[src/rtl/seg7_pkg.sv]
// Shared constants for the seg7 scan display: digit count, blank pattern and
// the active-low hex glyph table (bit 0 = CA ... bit 6 = CG).
package seg7_pkg;

    localparam int unsigned NUM_DIGITS = 8;
    localparam int unsigned IDX_W      = 3;

    localparam logic [6:0] SEG_BLANK = 7'h7F;

    // Entry n is the glyph for hex digit n; index 0 is the rightmost element.
    localparam logic [15:0][6:0] HEX_GLYPHS = {
        7'h0E, 7'h06, 7'h21, 7'h46, 7'h03, 7'h08, 7'h10, 7'h00,
        7'h78, 7'h02, 7'h12, 7'h19, 7'h30, 7'h24, 7'h79, 7'h40
    };

endpackage

[src/rtl/seg7_hex_decode.sv]
// Combinational hex-digit to active-low seven-segment glyph lookup.
module seg7_hex_decode
    import seg7_pkg::*;
(
    input  logic [3:0] digit_i,
    output logic [6:0] seg_o
);

    assign seg_o = HEX_GLYPHS[digit_i];

endmodule

[src/rtl/seg7_scan_display.sv]
// Eight-digit multiplexed seven-segment scanner with per-slot anti-ghost blanking.
// Optional leading-zero blanking is compiled in with macro SEG7_LZB_EN.
module seg7_scan_display
    import seg7_pkg::*;
#(
    parameter int unsigned REFRESH_DIV = 100000,
    parameter int unsigned BLANK_CYC   = 64
) (
    input  logic        clk,
    input  logic        rst,
    input  logic [31:0] value,
    input  logic [7:0]  digit_en,
    input  logic [7:0]  dp_in,
    output logic [7:0]  an,
    output logic [6:0]  seg,
    output logic        dp,
    output logic        frame_tick
);

    localparam int unsigned PW = $clog2(REFRESH_DIV);
    localparam logic [PW-1:0] PRESC_LAST  = PW'(REFRESH_DIV - 1);
    localparam logic [PW-1:0] PRESC_BLANK = PW'(BLANK_CYC);
    localparam logic [IDX_W-1:0] IDX_LAST = IDX_W'(NUM_DIGITS - 1);

    logic [PW-1:0]    presc_q, presc_d;
    logic [IDX_W-1:0] idx_q, idx_d;
    logic [31:0]      value_sh_q;
    logic [7:0]       en_sh_q;
    logic [7:0]       dp_sh_q;
    logic             frame_tick_q;
    logic [7:0]       an_q, an_d;
    logic [6:0]       seg_q, seg_d;
    logic             dp_q, dp_d;

    logic             slot_end;
    logic             wrap;
    logic [3:0]       cur_digit;
    logic [6:0]       glyph;
    logic             lzb_ok;
    logic             lit;

    assign slot_end = (presc_q == PRESC_LAST);
    assign wrap     = slot_end && (idx_q == IDX_LAST);

    always_comb begin
        presc_d = slot_end ? '0 : presc_q + PW'(1);
        idx_d   = slot_end ? idx_q + IDX_W'(1) : idx_q;
    end

    assign cur_digit = value_sh_q[{idx_q, 2'b00} +: 4];

    seg7_hex_decode u_hex_decode (
        .digit_i (cur_digit),
        .seg_o   (glyph)
    );

`ifdef SEG7_LZB_EN
    // Highest nonzero shadow digit; stays 0 for an all-zero word so "0" still shows.
    logic [IDX_W-1:0] top_digit;

    always_comb begin
        top_digit = '0;
        for (int i = 1; i < NUM_DIGITS; i++) begin
            if (value_sh_q[4*i +: 4] != 4'h0) begin
                top_digit = IDX_W'(i);
            end
        end
    end

    assign lzb_ok = (idx_q <= top_digit);
`else
    assign lzb_ok = 1'b1;
`endif

    assign lit = (presc_q >= PRESC_BLANK) && en_sh_q[idx_q] && lzb_ok;

    always_comb begin
        an_d  = '1;
        seg_d = SEG_BLANK;
        dp_d  = 1'b1;
        if (lit) begin
            an_d[idx_q] = 1'b0;
            seg_d       = glyph;
            dp_d        = ~dp_sh_q[idx_q];
        end
    end

    always_ff @(posedge clk or posedge rst) begin
        if (rst) begin
            presc_q <= '0;
            idx_q   <= '0;
        end else begin
            presc_q <= presc_d;
            idx_q   <= idx_d;
        end
    end

    // Inputs are only sampled on the 7->0 wrap edge so a frame is never torn.
    always_ff @(posedge clk or posedge rst) begin
        if (rst) begin
            value_sh_q <= '0;
            en_sh_q    <= '0;
            dp_sh_q    <= '0;
        end else if (wrap) begin
            value_sh_q <= value;
            en_sh_q    <= digit_en;
            dp_sh_q    <= dp_in;
        end
    end

    always_ff @(posedge clk or posedge rst) begin
        if (rst) begin
            frame_tick_q <= 1'b0;
            an_q         <= '1;
            seg_q        <= SEG_BLANK;
            dp_q         <= 1'b1;
        end else begin
            frame_tick_q <= wrap;
            an_q         <= an_d;
            seg_q        <= seg_d;
            dp_q         <= dp_d;
        end
    end

    assign an         = an_q;
    assign seg        = seg_q;
    assign dp         = dp_q;
    assign frame_tick = frame_tick_q;

endmodule

[config.mk]
export PLATFORM = sky130hd
export DESIGN_NAME = seg7_scan_display
export DESIGN_NICKNAME = d
export VERILOG_FILES = /design/src/rtl/seg7_pkg.sv /design/src/rtl/seg7_hex_decode.sv /design/src/rtl/seg7_scan_display.sv
export SDC_FILE = /design/constraint.sdc
export NUM_CORES = 1
export LEC_CHECK = 0
export CORE_ASPECT_RATIO = 2
export CORE_UTILIZATION = 40
export DETAILED_ROUTE_END_ITERATION = 12
export PLACE_DENSITY_LB_ADDON = 0.12
export SLEW_MARGIN = 20
export SYNTH_ARGS = -nofsm -noshare
export SYNTH_HDL_FRONTEND = slang
export SYNTH_SLANG_ARGS = --single-unit
export TNS_END_PERCENT = 5
[constraint.sdc]
create_clock -name clk -period 6.15 [get_ports clk]
set_clock_uncertainty 0.05 [all_clocks]
set_input_delay 0.615 -clock clk [delete_from_list [all_inputs] [get_ports clk]]
set_output_delay 0.615 -clock clk [all_outputs]
set_load 0.005 [all_outputs]
# Yosys cells after proc, flatten, opt, wreduce, memory -nomap -nowiden
# Memory sizes are Yosys's and may differ from the RTL's.
# Index checks and enable logic that the tools add are counted.
# totals
regBits	85
mem_bits_ro	112
inputBits	50
mem_count	1
# classes
n_addsub	2
n_lt_le_gt_ge	4
n_eq_ne	2
n_shift	1
muxes	11
bitwise	2
n_reduce_logical	3
# memory_table
memory	depth	width	rd	rd_clocked_by_memory_dff	write_ports	line	text
(no name shown)	16	7	1	0	0	seg7_hex_decode.sv:9	assign seg_o = HEX_GLYPHS[digit_i];
# op_table
operator	count
32-bit by 6-bit indexed part select with 4-bit output	1
17-bit by 1-bit adder with 17-bit output, second input constant	1
17-bit equality test, second input constant	1
17-bit by 7-bit >= comparator with 1-bit output, second input constant	1
17-bit 2-to-1 mux	1
7-bit 2-to-1 mux	2
8-bit 2-to-1 mux	1
8-bit inverter	1
1-bit binary-select mux with 3-bit select	2
4-bit by 5-bit less-than comparator with 1-bit output, second input constant	1
3-bit by 4-bit less-than comparator with 1-bit output, second input constant	1
1-bit 2-to-1 mux	4
3-bit by 1-bit adder with 3-bit output, second input constant	1
1-bit demux with 3-bit select	1
3-bit equality test, second input constant	1
3-bit by 1-bit >= comparator with 1-bit output, second input constant	1
1-bit logical AND	3
1-bit inverter	1

# Logic depth before layout (Yosys ltp)
# depth
word_depth	6
mapped_depth	10
ltp_nobuf	8

# By module
# A second synthesis with hierarchy kept.
# unflattened
cells_unflattened	318
hier_area_um2	4100.2
# modules_own_cells
module	n_inst	cells_per_inst	area_each_um2	seq_area_each_um2
seg7_scan_display	1	283	3852.4	2147.1
seg7_hex_decode	1	35	247.7	0.0

# Worst setup path before layout
# No wires, ideal clock.
# synth_path
path_kind	reg2reg
startpoint	register idx_q[0]
endpoint	register seg_q[3], in the netlist seg[3]
setup_time_ns	0.077
arrival_time_ns	2.179
required_time_ns	6.023
path_slack_ns	3.843
path_stages_with_launch	11
path_buffers	2
period_less_slack_ns	2.307
path_cell_list	dfrtp_1 -> buf_2 -> buf_2 -> mux4_2 -> nand2_1 -> and2_1 -> inv_1 -> ha_1 -> mux2i_1 -> nand2_1 -> a21bo_2
# synth_between
elab_chain_len	4
# synth_lines
element	line	text
start, declared	seg7_scan_display.sv:26	logic [IDX_W-1:0] idx_q, idx_d;
start signal, assigned	seg7_scan_display.sv:94	idx_q <= idx_d;
32-bit by 6-bit indexed part select with 4-bit output / 1-bit binary-select mux with 3-bit select (equally long branches)	seg7_scan_display.sv:50, seg7_scan_display.sv:75	
memory 16 x 7 bit / 1-bit 2-to-1 mux (equally long branches)	--	
7-bit 2-to-1 mux (not written as such) / 1-bit logical AND (equally long branches)	seg7_hex_decode.sv:9, seg7_scan_display.sv:75	
7-bit 2-to-1 mux *	seg7_scan_display.sv:81	if (lit) begin
named net seg_d[3]	seg7_scan_display.sv:32	logic [6:0] seg_q, seg_d;
end signal, assigned	seg7_scan_display.sv:120	seg_q <= seg_d;
end, declared	seg7_scan_display.sv:32	
# Mark *: on every way through the listed nets, which the timed path passes. The rest lies on a longest branch. The select of a mux whose other input is x is not followed.
# A chain may end at the register's enable or synchronous reset.

# Final worst setup path
# layout_path
startpoint	register presc_q[0]
endpoint	register value_sh_q[25]
# layout_between
elab_chain_len	2
# layout_lines
element	line	text
start, declared	seg7_scan_display.sv:25	logic [PW-1:0] presc_q, presc_d;
start signal, assigned	seg7_scan_display.sv:93	presc_q <= presc_d;
17-bit equality test	seg7_scan_display.sv:42	assign slot_end = (presc_q == PRESC_LAST);
1-bit logical AND	seg7_scan_display.sv:43	assign wrap = slot_end && (idx_q == IDX_LAST);
end signal, assigned	seg7_scan_display.sv:105	value_sh_q <= value;
end, declared	seg7_scan_display.sv:27	logic [31:0] value_sh_q;
# Every way passes these cells.

==> results_tabular.tex <==
\begin{tabular}{lr}
\hline
Metric & Value \\
\hline
\multicolumn{2}{l}{\textbf{Setup path}} \\
\quad Crit Path Max Fanout & 49 \\
\quad Critical path type & flip-flop to flip-flop \\
\quad Kind of cell adding the most delay to the critical path & simple AND/OR/NAND/NOR gates \\
\quad Terminus of the critical flop-to-flop path & value\_sh\_q[25]\$\_DFFE\_PP0P\_ \\
\quad Worst path slowest cell & nor4\_4 \\
\quad Data arrival time of the worst path & about 2.9 ns \\
\quad Startpoint type of the worst setup path & flip-flop \\
\quad Endpoint class of the critical path & flip-flop \\
\quad Worst r2r src & presc\_q[0]\$\_DFF\_PP0\_ \\
\quad Required time of the critical path & roughly 6.3 ns \\
\quad First element of the critical path & presc\_q[0]\$\_DFF\_PP0\_ \\
\quad Reg2reg setup slack & 3.45 ns \\
\quad Stage delay of the slowest cell on the critical path & roughly 0.69 ns \\
\quad Depth of the worst register-to-register path & 7 \\
\quad Critical path buffers and inverters & 1 \\
\quad Ordered cell list for the critical path & ha\_1 -> and4\_1 -> nand2\_1 -> nor4\_4 -> nand2\_2 -> buf\_4 -> mux2\_4 \\
\multicolumn{2}{l}{\textbf{Logic synthesis}} \\
\quad Synth Flop Type & dfrtp\_1 \\
\quad Async set or reset register ratio after synthesis & 100\% \\
\quad Flip-flop and latch count after synthesis & 85 \\
\quad Synthesized area & approximately 3900 um2 \\
\quad Post-Syn Area per Cell & approximately 13 um2 \\
\quad Sequential cell area fraction in the yosys report & between 50\% and 60\% \\
\quad Most frequent cell after synthesis & dfrtp\_1 \\
\quad Count of distinct cell types in the synthesized netlist & 38 \\
\quad Total nets after synthesis & about 360 \\
\quad Post-synth EDFFs & 0 \\
\quad Warning count from the yosys run & 0 \\
\quad Area share of the largest cell type after synthesis & between 40\% and 50\% \\
\quad Leading cell types by total area after synthesis & dfrtp\_1 (44\%), mux2\_2 (13\%), dfstp\_2 (11\%) \\
\quad Biggest area consumer among synthesized cells & dfrtp\_1 \\
\quad Number of instances in the synthesized netlist & a little under 300 \\
\quad Most frequent cells after synthesis & dfrtp\_1 (69), mux2\_2 (45), nand2\_1 (19) \\
\multicolumn{2}{l}{\textbf{Place}} \\
\quad Placer's final routability congestion estimate & $\sim$0.82 \\
\quad Placed inst area & about 4700 um2 \\
\quad Detailed Place HPWL & about 5.4 mm \\
\quad Buffers on Ports & 66 \\
\multicolumn{2}{l}{\textbf{Clocking}} \\
\quad Clock transition at the registers of the reported paths & $\sim$0.06 ns \\
\quad H-Tree Level Count & 3 \\
\quad Number of buffers created by CTS & 9 \\
\quad Count of clock tree sinks & 85 \\
\quad Later-pin clock latency in the skew report & roughly 0.33 ns \\
\quad Buffers from clock root to sink, at most & 2 \\
\quad Clock root buffer master & clkbuf\_16 \\
\quad Buffers inserted during post-CTS setup optimization & 0 \\
\quad Clock tree from TritonCTS & done \\
\quad Number of buffers inserted for hold repair after clock tree synthesis & 0 \\
\quad Count of instances resized after the clock tree is built & 0 \\
\multicolumn{2}{l}{\textbf{Final layout}} \\
\quad Antenna diodes & 0 \\
\quad Area Overhead vs Synth & 27.0\% \\
\quad Area of the multi-input gates & between 1500 and 2000 um2 \\
\quad Fraction of final layout cells with drive strength greater than 1 & around 27\% \\
\quad Area taken by flip-flops and latches & 2150 um2 \\
\quad Fin util & 52.8\% \\
\quad Number of nets at the end of the flow & between 400 and 500 \\
\quad Filler cell count & a little over 800 \\
\quad Finished layout cell area & roughly 5000 um2 \\
\multicolumn{2}{l}{\textbf{Drt}} \\
\quad Vias after detailed routing & approximately 2500 \\
\quad Drc violations & 0 \\
\quad Routed wire length per instance & about 15 um \\
\quad Post-detailed-routing wire length & $\sim$7.6 mm \\
\quad Remaining antenna violation count & 0 \\
\quad Average vias per placed instance & about 5.0 \\
\quad Initial DRT Pass Iterations & 4 \\
\quad Initial DRC count & between 100 and 150 \\
\multicolumn{2}{l}{\textbf{Timing}} \\
\quad Time the worst path needs with I/O delays and setup & approximately 2.7 ns \\
\quad Max Transition Viols Final & 0 \\
\quad Highest achievable clock rate & approximately 370 MHz \\
\quad RSZ-0062 raised after global routing & false \\
\quad Sum Neg Setup Slack & 0 ns \\
\quad Slew at the pin closest to its max-slew limit & 0.786 ns \\
\quad Final count of hold timing violations & 0 \\
\quad Final Setup Violations & 0 \\
\quad Final hold slack & 0.450 ns \\
\quad Worst-case headroom to the max-slew limit & a little under half \\
\quad Final period util & about 44\% \\
\multicolumn{2}{l}{\textbf{Worst hold path}} \\
\quad Endpoint of the worst hold-timing path & en\_sh\_q[0]\$\_DFFE\_PP0P\_ \\
\quad Worst hold path type & flip-flop to flip-flop \\
\quad Cell depth of the worst hold path & 1 \\
\quad Hold wc startpoint & en\_sh\_q[0]\$\_DFFE\_PP0P\_ \\
\multicolumn{2}{l}{\textbf{Global route}} \\
\quad Largest net degree at the start of global routing & 86 \\
\quad Global route overflow & 0 \\
\quad Number of antenna violations at the first check in global routing & 0 \\
\quad GRT Total Usage & 16.5\% \\
\quad Vias in the first global route & approximately 2600 \\
\quad First-pass GRT wire length & between 10 and 15 mm \\
\multicolumn{2}{l}{\textbf{Power and ir drop}} \\
\quad Comb power frac & 6.8\% \\
\quad Switching power & between 0.0002 and 0.0003 W \\
\quad Leakage Power & about 2.1 nW \\
\quad Int Power & between 0.0009 and 0.001 W \\
\quad Switching portion of total power & 21.0\% \\
\quad Sequential power share & between 40\% and 50\% \\
\quad Worst vdd rail ir drop & 0.129 mV \\
\quad Portion of total power attributed to the clock network & 44.2\% \\
\quad Total power density per cell area & roughly 240 nW/um2 \\
\multicolumn{2}{l}{\textbf{Floorplan}} \\
\quad Die Y & 142 um \\
\quad Die Wd & slightly above 70 um \\
\quad I/O pin cnt & 67 \\
\quad Area of the core & around 9400 um2 \\
\quad \# rows & 50 \\
\quad Total Die Area & between 10000 and 15000 um2 \\
\quad Initial Utilization & between 40 and 50\% \\
\multicolumn{2}{l}{\textbf{Run status}} \\
\quad Status & finished, final reports clean \\
\multicolumn{2}{l}{\textbf{Flow run}} \\
\quad Max-capacitance violation count & 0 \\
\hline
\end{tabular}
[area by class of cell]
type,instances,share of cell area (%)
timing repair buffer,69,13.8
sequential,85,43.1
multi-input combinational,187,33.3
clock buffer,11,4.67
inverter,9,0.703
clock inverter,5,1.23
tap,130,3.26
[metal layers]
layer	global-route usage, %	routed length [um]
met4	8.05	146
met3	2.90	167
met5	0	0
met1	18.2	2980
met2	29.8	4340
[sequential cells by signal, indices dropped and copies added (netlist names)]
register    flops
an              8
dp              1
dp_sh_q         8
en_sh_q         8
frame_tick      1
idx_q           3
presc_q        17
seg             7
value_sh_q     32
[cells by family (layout without fill, tap and decap cells)]
kind of cell | after synthesis | in the layout | share of synthesized area, %
adder cells (fa/ha/maj) | 9 | 9 | 2.87
multiplexers | 73 | 73 | 23.4
AO/OA/AOI/OAI | 17 | 17 | 3.06
XOR/XNOR | 16 | 16 | 3.57
buffers and inverters | 25 | 94 | 3.03
AND/OR/NAND/NOR | 72 | 72 | 9.34
flip-flops | 85 | 85 | 54.7
[placed cells by master, fill, tap and decap left out, types with 8 or more instances in the layout]
| cell type | count |
|---|---|
| nand3_1 | 15 |
| nand2_1 | 19 |
| clkbuf_16 | 9 |
| clkdlybuf4s50_1 | 66 |
| xor2_1 | 9 |
| dfstp_2 | 16 |
| dfrtp_1 | 69 |
| mux2_2 | 45 |
| mux2_4 | 9 |
| inv_1 | 8 |
| ha_1 | 9 |
| mux2i_1 | 12 |
| nor2_1 | 15 |
[power by group through the flow]
| stage | clock, W | combinational (W) | sequential (W) |
|---|---|---|---|
| floorplan | 0 | 0.0000410 | 0.000591 |
| detailed placement | 0 | 0.0000830 | 0.000594 |
| global route | 0.000566 | 0.0000899 | 0.000585 |
| finish | 0.000528 | 0.0000816 | 0.000584 |
| CTS | 0.000542 | 0.0000834 | 0.000584 |
| global placement | 0 | 0.0000821 | 0.000593 |
[worst max-delay path by stage]
stage	endpoint	slack (ns)	cells after the start
after global routing	value_sh_q[20]$_DFFE_PP0P_	3.23	7
after detailed placement	value_sh_q[24]$_DFFE_PP0P_	3.44	7
after CTS	value_sh_q[25]$_DFFE_PP0P_	3.41	7
after floorplan	dp_sh_q[0]$_DFFE_PP0P_	3.32	1
final	value_sh_q[25]$_DFFE_PP0P_	3.45	7
after global placement	value_sh_q[22]$_DFFE_PP0P_	3.51	7
[per-stage QoR]
step | power (W) | setup slack (ns) | instances
global route | 0.00124 | 3.23 | 496
CTS | 0.00121 | 3.41 | 496
finish | 0.00119 | 3.45 | 496
global placement | 0.000675 | 3.51 | 480
detailed placement | 0.000677 | 3.44 | 480
floorplan | 0.000632 | 3.32 | 297
Note: power is estimated with default switching activity, not from simulation.
